**src/rtl/stencil_job_queue.sv**
```systemverilog
// AXI-Lite controlled job queue that feeds {SIZE, SRC, DST} descriptors to a stencil
// coprocessor one at a time, counting completions and raising a level interrupt when drained.
module stencil_job_queue #(
    parameter int QDEPTH = 4,
    parameter int SIZE_W = 16,
    parameter int CNT_W  = 16
) (
    input  logic              ACLK,
    input  logic              ARESETN,

    input  logic [4:0]        AXI_CTRL_AWADDR,
    input  logic [2:0]        AXI_CTRL_AWPROT,
    input  logic              AXI_CTRL_AWVALID,
    output logic              AXI_CTRL_AWREADY,
    input  logic [31:0]       AXI_CTRL_WDATA,
    input  logic [3:0]        AXI_CTRL_WSTRB,
    input  logic              AXI_CTRL_WVALID,
    output logic              AXI_CTRL_WREADY,
    output logic [1:0]        AXI_CTRL_BRESP,
    output logic              AXI_CTRL_BVALID,
    input  logic              AXI_CTRL_BREADY,
    input  logic [4:0]        AXI_CTRL_ARADDR,
    input  logic [2:0]        AXI_CTRL_ARPROT,
    input  logic              AXI_CTRL_ARVALID,
    output logic              AXI_CTRL_ARREADY,
    output logic [31:0]       AXI_CTRL_RDATA,
    output logic [1:0]        AXI_CTRL_RRESP,
    output logic              AXI_CTRL_RVALID,
    input  logic              AXI_CTRL_RREADY,

    output logic [SIZE_W-1:0] STENCIL_SIZE,
    output logic [31:0]       STENCIL_SRC,
    output logic [31:0]       STENCIL_DST,
    output logic              STENCIL_GO,
    input  logic              STENCIL_DONE,

    output logic              IRQ
);

    localparam int PTR_W = (QDEPTH > 1) ? $clog2(QDEPTH) : 1;
    localparam int LVL_W = $clog2(QDEPTH + 1);

    localparam logic [1:0] IDLE   = 2'd0;
    localparam logic [1:0] LAUNCH = 2'd1;
    localparam logic [1:0] SETTLE = 2'd2;
    localparam logic [1:0] WAIT   = 2'd3;

    logic [1:0]        state_q, state_d;
    logic [SIZE_W-1:0] sizeStage_q;
    logic [31:0]       srcStage_q, dstStage_q;
    logic              irqEn_q;
    logic              bvalid_q, rvalid_q;
    logic [31:0]       rdata_q;
    logic [PTR_W-1:0]  wrPtr_q, rdPtr_q;
    logic [LVL_W-1:0]  level_q, level_d;
    logic [CNT_W-1:0]  cnt_q, cnt_d;
    logic              ovf_q, ovf_d;
    logic              irq_q;
    logic [SIZE_W-1:0] sizeOut_q;
    logic [31:0]       srcOut_q, dstOut_q;

    logic [SIZE_W-1:0] qSize_q [QDEPTH];
    logic [31:0]       qSrc_q  [QDEPTH];
    logic [31:0]       qDst_q  [QDEPTH];

    logic        wrFire, rdFire, ctrlWr;
    logic        pushReq, pushAcc, pop, clrCnt, clrOvf;
    logic        full, empty, busy, completion;
    logic [31:0] rdMux;
    logic        unused_inputs;

    assign unused_inputs = ^{AXI_CTRL_AWPROT, AXI_CTRL_WSTRB, AXI_CTRL_ARPROT};

    assign wrFire = ARESETN & AXI_CTRL_AWVALID & AXI_CTRL_WVALID & ~bvalid_q;
    assign rdFire = ARESETN & AXI_CTRL_ARVALID & ~rvalid_q;

    assign AXI_CTRL_AWREADY = wrFire;
    assign AXI_CTRL_WREADY  = wrFire;
    assign AXI_CTRL_BVALID  = bvalid_q;
    assign AXI_CTRL_BRESP   = 2'b00;
    assign AXI_CTRL_ARREADY = rdFire;
    assign AXI_CTRL_RVALID  = rvalid_q;
    assign AXI_CTRL_RDATA   = rdata_q;
    assign AXI_CTRL_RRESP   = 2'b00;

    assign ctrlWr  = wrFire & (AXI_CTRL_AWADDR == 5'h0C);
    assign pushReq = ctrlWr & AXI_CTRL_WDATA[0];
    assign clrCnt  = ctrlWr & AXI_CTRL_WDATA[1];
    assign clrOvf  = ctrlWr & AXI_CTRL_WDATA[2];

    assign full  = (level_q == LVL_W'(QDEPTH));
    assign empty = (level_q == '0);
    assign busy  = (state_q != IDLE);

    // A pop in the same cycle frees the head slot, so a push into a full queue still lands.
    assign pop        = (state_q == IDLE) & ~empty & STENCIL_DONE;
    assign pushAcc    = pushReq & (~full | pop);
    assign completion = (pop & (qSize_q[rdPtr_q] == '0)) | ((state_q == WAIT) & STENCIL_DONE);

    assign STENCIL_GO   = (state_q == LAUNCH);
    assign STENCIL_SIZE = sizeOut_q;
    assign STENCIL_SRC  = srcOut_q;
    assign STENCIL_DST  = dstOut_q;
    assign IRQ          = irq_q;

    always_comb begin
        state_d = state_q;
        case (state_q)
            IDLE:    if (pop && qSize_q[rdPtr_q] != '0) state_d = LAUNCH;
            LAUNCH:  state_d = SETTLE;
            SETTLE:  state_d = WAIT;
            WAIT:    if (STENCIL_DONE) state_d = IDLE;
            default: state_d = IDLE;
        endcase
    end

    always_comb begin
        level_d = level_q;
        if (pushAcc && !pop) begin
            level_d = level_q + LVL_W'(1);
        end else if (!pushAcc && pop) begin
            level_d = level_q - LVL_W'(1);
        end

        cnt_d = cnt_q + (completion ? CNT_W'(1) : CNT_W'(0));
        if (clrCnt) begin
            cnt_d = completion ? CNT_W'(1) : CNT_W'(0);
        end

        ovf_d = ovf_q;
        if (pushReq && full && !pop) begin
            ovf_d = 1'b1;
        end else if (clrOvf) begin
            ovf_d = 1'b0;
        end
    end

    always_comb begin
        rdMux = '0;
        case (AXI_CTRL_ARADDR)
            5'h00:   rdMux = 32'(sizeStage_q);
            5'h04:   rdMux = srcStage_q;
            5'h08:   rdMux = dstStage_q;
            5'h0C:   rdMux = {30'd0, irqEn_q, 1'b0};
            5'h10:   rdMux = {16'(cnt_q), 2'b00, 6'(level_q), 4'b0000, ovf_q, busy, full, empty};
            5'h14:   rdMux = {31'd0, irqEn_q};
            default: rdMux = '0;
        endcase
    end

    // Entry storage needs no reset: level and pointers alone decide what is valid.
    always_ff @(posedge ACLK) begin
        if (pushAcc) begin
            qSize_q[wrPtr_q] <= sizeStage_q;
            qSrc_q[wrPtr_q]  <= srcStage_q;
            qDst_q[wrPtr_q]  <= dstStage_q;
        end
    end

    always_ff @(posedge ACLK or negedge ARESETN) begin
        if (!ARESETN) begin
            state_q     <= IDLE;
            sizeStage_q <= '0;
            srcStage_q  <= '0;
            dstStage_q  <= '0;
            irqEn_q     <= 1'b0;
            bvalid_q    <= 1'b0;
            rvalid_q    <= 1'b0;
            rdata_q     <= '0;
            wrPtr_q     <= '0;
            rdPtr_q     <= '0;
            level_q     <= '0;
            cnt_q       <= '0;
            ovf_q       <= 1'b0;
            irq_q       <= 1'b0;
            sizeOut_q   <= '0;
            srcOut_q    <= '0;
            dstOut_q    <= '0;
        end else begin
            state_q <= state_d;
            level_q <= level_d;
            cnt_q   <= cnt_d;
            ovf_q   <= ovf_d;
            irq_q   <= irqEn_q & (cnt_q != '0) & empty & ~busy;

            if (wrFire) begin
                case (AXI_CTRL_AWADDR)
                    5'h00:   sizeStage_q <= SIZE_W'(AXI_CTRL_WDATA);
                    5'h04:   srcStage_q  <= AXI_CTRL_WDATA;
                    5'h08:   dstStage_q  <= AXI_CTRL_WDATA;
                    5'h14:   irqEn_q     <= AXI_CTRL_WDATA[0];
                    default: ;
                endcase
            end

            if (wrFire) begin
                bvalid_q <= 1'b1;
            end else if (AXI_CTRL_BREADY) begin
                bvalid_q <= 1'b0;
            end

            if (rdFire) begin
                rvalid_q <= 1'b1;
                rdata_q  <= rdMux;
            end else if (AXI_CTRL_RREADY) begin
                rvalid_q <= 1'b0;
            end

            if (pushAcc) begin
                wrPtr_q <= wrPtr_q + PTR_W'(1);
            end
            if (pop) begin
                rdPtr_q   <= rdPtr_q + PTR_W'(1);
                sizeOut_q <= qSize_q[rdPtr_q];
                srcOut_q  <= qSrc_q[rdPtr_q];
                dstOut_q  <= qDst_q[rdPtr_q];
            end
        end
    end

endmodule

```
**config.mk**
```make
export PLATFORM = sky130hd
export DESIGN_NAME = stencil_job_queue
export DESIGN_NICKNAME = d
export VERILOG_FILES = /design/src/rtl/stencil_job_queue.sv
export SDC_FILE = /design/constraint.sdc
export NUM_CORES = 1
export LEC_CHECK = 0
export ABC_AREA = 1
export BUFFER_PORTS_ARGS = -buffer_cell sky130_fd_sc_hd__buf_2
export CORE_UTILIZATION = 25
export DETAILED_ROUTE_END_ITERATION = 6
export PLACE_DENSITY = 0.52
export SYNTH_ARGS = -nofsm -noshare
export SYNTH_HDL_FRONTEND = slang
export SYNTH_SLANG_ARGS = --single-unit
```
**constraint.sdc**
```tcl
create_clock -name ACLK -period 14.5 [get_ports ACLK]
set_input_delay 2.175 -clock ACLK [delete_from_list [all_inputs] [get_ports ACLK]]
set_output_delay 2.175 -clock ACLK [all_outputs]
set_load 0.05 [all_outputs]
```
==> out/metrics.yaml, run 1 <==
fin_crit_ns: 5.69
core_area_mm2: 0.0838
first_global_vias: 13700
cts_tree: "done"
portBuffers: 168
nNetsFinal: 2074
postCtsHoldBufs: 0
gp_congestion: 0.761
numCtsBuffers: 54
final_cells: 3182
setup_viol: 0
netlist_instances: 1856
crit_family: "buffers and inverters"
antenna_left: 0
synth.cell_area_mm2: 0.0212
start_util_pct: 25.3
synth_top_area_share_pct: 45.3
htree_levels: 2
vias: 14000
area_growth_pct: 17.8
vias_per_cell: 4.41
slew_headroom_pct: 15.1
io-pin-count: 183
slowest_delay_ns: 0.38
async_flop_share_pct: 41.0
hp-class: "register to register"
path_clk_slew_ns: 0.06
layout-drive-gt1-share_pct: 14.9
yosysMostFrequentCell: "nor2_1"
drc: 0
grt_max_degree: 131
fin_ws_ns: 8.81
leakagePower_nw: 9.77
whs_ns: 0.481
max_freq_mhz: 176
ys_seq_elements: 542
clockRootBuffer: "clkbuf_16"
die_y_um: 293
yosys-top-cells-area: "edfxtp_1 45%, dfrtp_1 26%, nor2_1 6.4%"
synth_enable_flop_cells: 320
rsz0062_at_grt: "false"
yosys_warnings: 0
drv_cap: 0
cp_max_fo: 62
cts_sinks: 542
routedWlPerCell_um: 18.5
fp.dieW_um: 293
endpoint_kind: "output port"
p_total_mw: 4.75
crit_buf_inv: 3
grt_pass1_wl_um: 87300
design_area_mm2: 0.0250
post-place-ws_ns: 8.24
slowest_stage: "buf_8"
p_per_area_mw_per_mm2: 190
dieArea_mm2: 0.0861
hold_violations: 0
track_usage_pct: 13.5
worstPathRequired_ns: 12.32
drt_iter0_drc: 1082
tns_ns: 0
routed_wl_um: 58800
timing_worst_setup_path_type: "input port to output port"
post_cts_resized: 0
synth_top_cells_by_count: "361 x nor2_1, 320 x edfxtp_1, 285 x nand2_1, 254 x o21ai_0, 222 x dfrtp_1"
path_cells: "buf_8 > nand4_1 > inv_1 > buf_2"
ir_drop_mv: 0.136
finalCritPeriodShare_pct: 39.3
maxSlewViolCount: 0
yosys.area.top_type: "edfxtp_1"
first_pass_iters: 6
overflow: 0
placed_cell_area_mm2: 0.0232
rows: 106
outcome: "finished clean"
start_kind: "input port"
clk_path_buf_depth: 3
dp_hpwl_um: 37000
postCtsSetupRepairBufs: 0
worst_slew_pin_slew_ns: 1.27
synth_cell_type_count: 44
clk_latency_ns: 0.61
fin_worst_skew_ns: 0.0252
antenna_found_initial: 6
worstPathArrival_ns: 3.52
syn_area_per_cell_um2: 11.4
ys_seq_area_share_pct: 71.4
dp_cells: 3079
post-route-util_pct: 29.8
synth_flop_cell: "edfxtp_1"
state kept, by name, summed over array words and instances, names as in the netlist, 32 cells and up:
signal / count
qDst_q: 128
qSrc_q: 128
qSize_q: 64
AXI_CTRL_RDATA: 32
STENCIL_DST: 32
STENCIL_SRC: 32
dstStage_q: 32
srcStage_q: 32
layer usage:
metal  track usage, %  vias to the layer above  wire [um]  part of all wire [%]
li1                 -                     6691          -                     -
met1             18.8                     6870      27400                    47
met2             20.9                      367      26200                    45
met3             3.12                       93       3780                   6.4
met4             4.05                       10       1390                   2.4
met5                0                        -         53                 0.090
cell type report:
class	count	area [um^2]
clock buffers	69	1490
multi-input cells	1135	5300
clock inverters	33	317
inverters	78	295
fillers	8556	58800
repair buffers	190	1020
well taps	1134	1420
flip-flops and latches	542	15200
diodes	1	2.50
tightest hold or removal path, delay by kind of cell, from the launching register on:
family,cells,cell delay (ns)
DFF,1,0.34
and+or+nand+nor,2,0.11
cell usage in the layout, fill, tap and decap left out, drive strengths merged, types with 2 or more instances in the layout:
cell type	synthesis	final
clkbuf	41	69
a31oi	65	65
conb	1	4
a21oi	25	25
inv	77	81
nor4	6	6
nor2	366	366
o21ai	269	269
a221oi	14	14
clkinv	1	24
clkinvlp	0	2
nand3	51	51
a22o	9	9
nor3	9	9
xor2	3	3
dfrtp	222	222
edfxtp	320	320
bufinv	0	4
buf	63	190
nand2	286	286
nand4	5	5
ha	12	12
where the power goes:
part	total [mW]	internal [mW]	switching (mW)	leakage (nW)
Clock	1.40	0.802	0.603	0.890
Sequential	1.96	1.79	0.170	5.76
Combinational	1.39	0.339	1.05	3.12
logic make-up (layout without fill, tap and decap cells):
family / Yosys count / in the layout / synth area share, %
AND/OR/NAND/NOR: 726 / 726 / 13.7
flip-flops: 542 / 542 / 71.4
AO/OA/AOI/OAI: 387 / 387 / 10.0
buffers and inverters: 182 / 370 / 3.84
adder cells (fa/ha/maj): 13 / 13 / 0.802
XOR/XNOR: 4 / 4 / 0.165
other: 1 / 5 / 0.0177
multiplexers: 1 / 1 / 0.0530
path summary, 6_finish.rpt:
kind | depth (start not counted) | endpoint | startpoint | slack (ns)
worst max register to register | 22 | cnt_q[14] | rdPtr_q[0] | 9.68
max in group asynchronous | 3 | rdPtr_q[0] | ARESETN | 10.79
worst min register to register | 2 | AXI_CTRL_RDATA[22] | AXI_CTRL_RDATA[22] | 0.48
worst min-delay path | 2 | AXI_CTRL_RDATA[22] | AXI_CTRL_RDATA[22] | 0.48
min in group asynchronous | 1 | srcStage_q[11] | ARESETN | 1.53
worst max-delay path | 4 | AXI_CTRL_AWREADY | ARESETN | 8.81
Power figures use the tool's default switching activity.
==> inputs of run 2 (changes only) <==
Settings changed: PLACE_DENSITY 0.52 to 0.53.
Clock period 14.5 ns to 5 ns, I/O delays scaled along.
==> run 2 against run 1 <==
Compared with the run above:
- sequential share of layout area decreased by 0.15 points
- setup slack got worse by 7.7 ns
- first-iteration DRC count decreased by 21%
- utilization increased by 0.072 points
- design area increased by 0.24%
- clock skew about the same
- combinational power increased to 2.9 times the previous value
- critical path type is now register to register
==> out/metrics.yaml, run 2 (synthesized netlist as in run 1, its figures left out) <==
outcome: "finished clean"
endpoint_kind: "register"
power_frac_comb_pct: 29.1
first_pass_iters: 5
timing_worst_setup_path_type: "register to register"
worst_slew_pin_slew_ns: 1.06
gp_congestion: 0.760
clk_latency_ns: 0.60
whs_path_depth: 2
fin_worst_skew_ns: 0.0248
layout-drive-gt1-share_pct: 14.5
slew_headroom_pct: 29.0
tns_ns: 0
fin_crit_ns: 3.91
holdPathEnd: "AXI_CTRL_BVALID"
grt_max_degree: 95
vias: 14000
rr_endpoint: "cnt_q[14]"
fill_cells: 8626
reg2reg_depth: 21
maxSlewViolCount: 0
ff2ff_setup_slack_ns: 1.09
track_usage_pct: 13.5
leakagePower_nw: 9.76
overflow: 0
cp_max_fo: 69
post-route-util_pct: 29.9
antenna_found_initial: 9
max_freq_mhz: 256
ir_drop_mv: 0.318
crit_family: "simple AND/OR/NAND/NOR gates"
drv_cap: 0
area_growth_pct: 18.1
dp_hpwl_um: 37500
drc: 0
htree_levels: 2
path_cells: "inv_4 > nand2_1 > nand3_1 > nand2_1 > nand2_1 > nor2_1 > nand2_1 > nor2_1 > nand2_1 > nand2_1 > ha_1 > ha_1 > nand4_1 > nor2_1 > nand2_1 > nor2_2 > nand3_1 > nor2_2 > nand3_1 > nand2_1 > a21oi_1"
slowest_stage: "dfrtp_4"
finalCritPeriodShare_pct: 78.2
grt_pass1_wl_um: 87700
mostFrequentLayoutCell: "nor2_1"
top_regs: "qDst_q x128, qSrc_q x128, qSize_q x64"
first_global_vias: 13900
power_frac_clock_pct: 29.4
clk_path_buf_depth: 3
path_clk_slew_ns: 0.07
worstReg2RegStart: "rdPtr_q[0]"
nNetsFinal: 2077
post_cts_resized: 0
cts_sinks: 542
hp-class: "input port to register"
worstPathArrival_ns: 4.40
fin_ws_ns: 1.09
rows: 106
dieArea_mm2: 0.0861
switching_share_pct: 38.1
setup_viol: 0
drt_iter0_drc: 860
worstPathRequired_ns: 5.49
routed_wl_um: 58700
hold_violations: 0
p_per_area_mw_per_mm2: 548
numCtsBuffers: 53
cts_tree: "done"
core_area_mm2: 0.0838
post-place-ws_ns: 1.07
min-delay-start: "AXI_CTRL_BREADY"
antenna_left: 0
clockRootBuffer: "clkbuf_16"
fp.dieW_um: 293
seq_power_share_pct: 41.4
rsz0062_at_grt: "false"
portBuffers: 168
internal_power_mw: 8.51
crit_buf_inv: 1
crit_top_cell: "nand2_1"
routedWlPerCell_um: 18.4
vias_per_cell: 4.41
start_kind: "register"
die_y_um: 293
io-pin-count: 183
slowest_delay_ns: 0.96
layout_common_cells: "356 x nor2_1, 320 x edfxtp_1, 284 x nand2_1, 254 x o21ai_0, 220 x dfrtp_1"
switching_power_mw: 5.23
start_util_pct: 25.3
[run 2: cell count changes in the layout (fill, tap and decap cells not counted), moves of 2 or more]
| cell | previous run | this run |
|---|---|---|
| buf_12 | 0 | 6 |
| buf_4 | 22 | 19 |
| bufinv_16 | 4 | 6 |
| clkbuf_1 | 7 | 13 |
| clkbuf_8 | 8 | 1 |
| clkinv_1 | 10 | 12 |
| clkinv_2 | 12 | 7 |
| clkinv_4 | 1 | 3 |
[run 2: worst max path at each step]
stage,endpoint,start,slack [ns],cells past startpoint
floorplan,qDst_q[0][0],AXI_CTRL_AWADDR[1],-0.36,5
global placement,cnt_q[14],rdPtr_q[0],1.07,21
detailed placement,cnt_q[14],rdPtr_q[0],1.07,21
CTS,cnt_q[14],rdPtr_q[0],1.06,21
global route,cnt_q[14],rdPtr_q[0],0.66,21
finish,cnt_q[14],rdPtr_q[0],1.09,21
[run 2: power by group through the flow]
stage / Sequential [mW] / Clock [mW] / Combinational [mW]
floorplan: 6.64 / 0 / 1.96
global placement: 5.77 / 0 / 3.99
detailed placement: 5.79 / 0 / 4.04
CTS: 5.71 / 4.13 / 4.05
global route: 5.76 / 4.29 / 4.41
finish: 5.69 / 4.04 / 4.00
[run 2: worst register-to-register path: stages (launching register included)]
cell	delay, ns
dfrtp_4	0.96
inv_4	0.33
nand2_1	0.14
nand3_1	0.07
nand2_1	0.15
nand2_1	0.07
nor2_1	0.15
nand2_1	0.11
nor2_1	0.18
nand2_1	0.13
nand2_1	0.09
ha_1	0.19
ha_1	0.21
nand4_1	0.13
nor2_1	0.15
nand2_1	0.10
nor2_2	0.17
nand3_1	0.14
nor2_2	0.15
nand3_1	0.08
nand2_1	0.06
a21oi_1	0.05
[run 2: metal layers]
| layer | global-route usage (%) | up-vias | share of wire (%) |
|---|---|---|---|
| li1 | - | 6696 | - |
| met1 | 18.7 | 6868 | 47 |
| met2 | 20.8 | 343 | 44 |
| met3 | 2.98 | 105 | 5.8 |
| met4 | 4.59 | 14 | 2.9 |
| met5 | 0 | - | 0.14 |
[run 2: cell type report]
type                            count  area [um^2]  share of cell area (%)
Tap cell                         1134         1420                    5.66
Sequential cell                   542        15200                    60.5
Clock inverter                     32          343                    1.37
Inverter                           78          295                    1.18
Multi-Input combinational cell   1135         5300                    21.2
Clock buffer                       68         1410                    5.64
Timing Repair Buffer              194         1120                    4.48
Antenna cell                        1         2.50                 0.00998
[run 2: stage by stage]
step | power, mW | hold slack (ns) | instance area, um^2 | instances
6_report | 13.7 | 0.332 | 25100 | 3184
2_1_floorplan | 8.60 | 0.454 | 21200 | 1859
5_1_grt | 14.5 | 0.318 | 25100 | 3184
3_5_place_dp | 9.84 | 0.469 | 23300 | 3082
4_1_cts | 13.9 | 0.301 | 25100 | 3183
3_3_place_gp | 9.76 | 0.470 | 23300 | 3082
[run 2: repair_timing]
item	CTS	global route
hold endpoints to repair	8	0
buffers inserted	0	0
hold buffers	1	0
==> inputs of run 3 (changes only) <==
Clock period 5 ns to 3.5 ns, I/O delays scaled along.
==> run 3 against run 2 <==
Compared with the run above:
- clock skew shrank 0.0024 ns
- critical path type unchanged
- utilization about the same
- hold slack lost 0.21 ns
- highest routed layer unchanged
==> out/metrics.yaml, run 3 (synthesized netlist as in run 1, its figures left out) <==
cp_max_fo: 10
worstPathRequired_ns: 3.96
startpoint: "rdPtr_q[1]"
fp.dieW_um: 293
seq_power_share_pct: 41.1
ir_drop_mv: 0.359
crit_top_cell: "nand2_1"
path_depth: 21
ff2ff_setup_slack_ns: 0.31
drv_cap: 0
multi_input_area_mm2: 0.00531
antenna_found_initial: 8
grt_max_degree: 146
area_growth_pct: 18.1
p_per_area_mw_per_mm2: 774
drt_iter0_drc: 1107
clockRootBuffer: "clkbuf_16"
start_util_pct: 25.3
leakagePower_nw: 9.79
hold_violations: 0
regArea_mm2: 0.0152
fill_cells: 8603
rr_endpoint: "cnt_q[14]"
io-pin-count: 183
vias_per_cell: 4.35
path_cells: "inv_2 > buf_4 > nand3_1 > nand2_1 > nand2_1 > nor2_1 > nand2_1 > nor2_2 > nand2_1 > nand2_1 > ha_1 > ha_1 > nand4_1 > nor2_1 > nand2_1 > nor2_2 > nand3_1 > nor2_2 > nand3_1 > nand2_1 > a21oi_1"
rows: 106
power_frac_clock_pct: 28.4
internal_power_mw: 12.1
rsz0062_at_grt: "false"
antenna_left: 0
timing_worst_setup_path_type: "register to register"
start_kind: "register"
maxSlewViolCount: 0
cts_tree: "done"
gp_congestion: 0.796
outcome: "finished clean"
crit_buf_inv: 2
slew_headroom_pct: 28.7
die_y_um: 293
setup.worst_path.end: "cnt_q[14]"
setup_viol: 0
postCtsSetupRepairBufs: 0
dp_hpwl_um: 37000
hp-class: "input port to register"
finalCritPeriodShare_pct: 91.1
cts_sinks: 542
power_frac_comb_pct: 30.5
switching_power_mw: 7.33
htree_levels: 2
layout-drive-gt1-share_pct: 14.9
routedWlPerCell_um: 18.1
dieArea_mm2: 0.0861
crit_family: "simple AND/OR/NAND/NOR gates"
clk_latency_ns: 0.59
track_usage_pct: 13.3
vias: 13900
first_pass_iters: 5
routed_wl_um: 57600
worstReg2RegStart: "rdPtr_q[1]"
layout_common_cells: "355 x nor2_1, 320 x edfxtp_1, 284 x nand2_1, 254 x o21ai_0, 220 x dfrtp_1"
endpoint_kind: "register"
first_global_vias: 13600
switching_share_pct: 37.8
fin_crit_ns: 3.19
worst_slew_pin_slew_ns: 1.07
tns_ns: 0
overflow: 0
fin_worst_skew_ns: 0.0224
portBuffers: 168
drc: 0
core_area_mm2: 0.0838
mostFrequentLayoutCell: "nor2_1"
max_freq_mhz: 314
slowest_stage: "dfrtp_2"
top_regs: "qDst_q x128, qSrc_q x128, qSize_q x64"
whs_ns: 0.121
reg2reg_depth: 21
slowest_delay_ns: 0.50
worstPathArrival_ns: 3.65
nNetsFinal: 2085
grt_pass1_wl_um: 86300
numCtsBuffers: 53
path_clk_slew_ns: 0.06
clk_path_buf_depth: 3
[run 3: changes by cell type in the layout (fill, tap and decap cells not counted), sizes merged]
cell,previous run,this run
buf,193,201
bufinv,6,3
clkbuf,68,71
clkinvlp,2,0
clkinv,23,22
inv,79,78
[run 3: what timing repair did]
| item | CTS | global route |
|---|---|---|
| hold buffers | 1 | 0 |
| setup endpoints to repair | 0 | 2 |
| gates resized for setup | 0 | 1 |
| hold endpoints to repair | 19 | 0 |
[run 3: final cells by class]
cell class	count	share of cell area (%)
Antenna cell	1	0.00998
Multi-Input combinational cell	1135	21.2
Inverter	78	1.18
Tap cell	1134	5.66
Sequential cell	542	60.5
Clock inverter	25	0.839
Timing Repair Buffer	202	4.77
Clock buffer	71	5.85
[run 3: metal layers]
layer  global-route usage [%]  vias up  routed length [um]
met5                        0        -                  88
met4                     3.61       12                1200
met3                     3.46       79                3940
met2                     20.4      357               25500
met1                     18.4     6731               26800
li1                         -     6695                   -
[run 3: worst min-delay path by stage]
stage	start	end	slack (ns)	depth (start not counted)
after floorplan	ARESETN	AXI_CTRL_BVALID	0.23	0
after global placement	AXI_CTRL_RDATA[14]	AXI_CTRL_RDATA[14]	0.46	2
after detailed placement	AXI_CTRL_RDATA[14]	AXI_CTRL_RDATA[14]	0.46	2
after CTS	AXI_CTRL_BREADY	AXI_CTRL_BVALID	0.09	2
after global routing	AXI_CTRL_BREADY	AXI_CTRL_BVALID	0.11	2
final	AXI_CTRL_BREADY	AXI_CTRL_BVALID	0.12	2
[run 3: per-stage QoR]
step | instance area [um^2] | utilization [%] | power (mW) | worst slack (ns) | std cells
6_report | 25100 | 29.9 | 19.4 | 0.311 | 3188
5_1_grt | 25100 | 29.9 | 20.5 | 0.0545 | 3188
4_1_cts | 25100 | 29.9 | 19.7 | 0.270 | 3187
3_5_place_dp | 23400 | 27.9 | 14.1 | 0.338 | 3090
3_3_place_gp | 23400 | 27.9 | 14.0 | 0.319 | 3090
2_1_floorplan | 21200 | - | 12.3 | -0.400 | 1859
[run 3: power by group through the flow]
stage               combinational [mW]  clock, mW  sequential [mW]
detailed placement                6.03          0             8.11
CTS                               6.04       5.67             7.98
finish                            5.91       5.51             7.97
global placement                  5.95          0             8.07
global route                      6.55       5.91             8.05
floorplan                         2.80          0             9.49
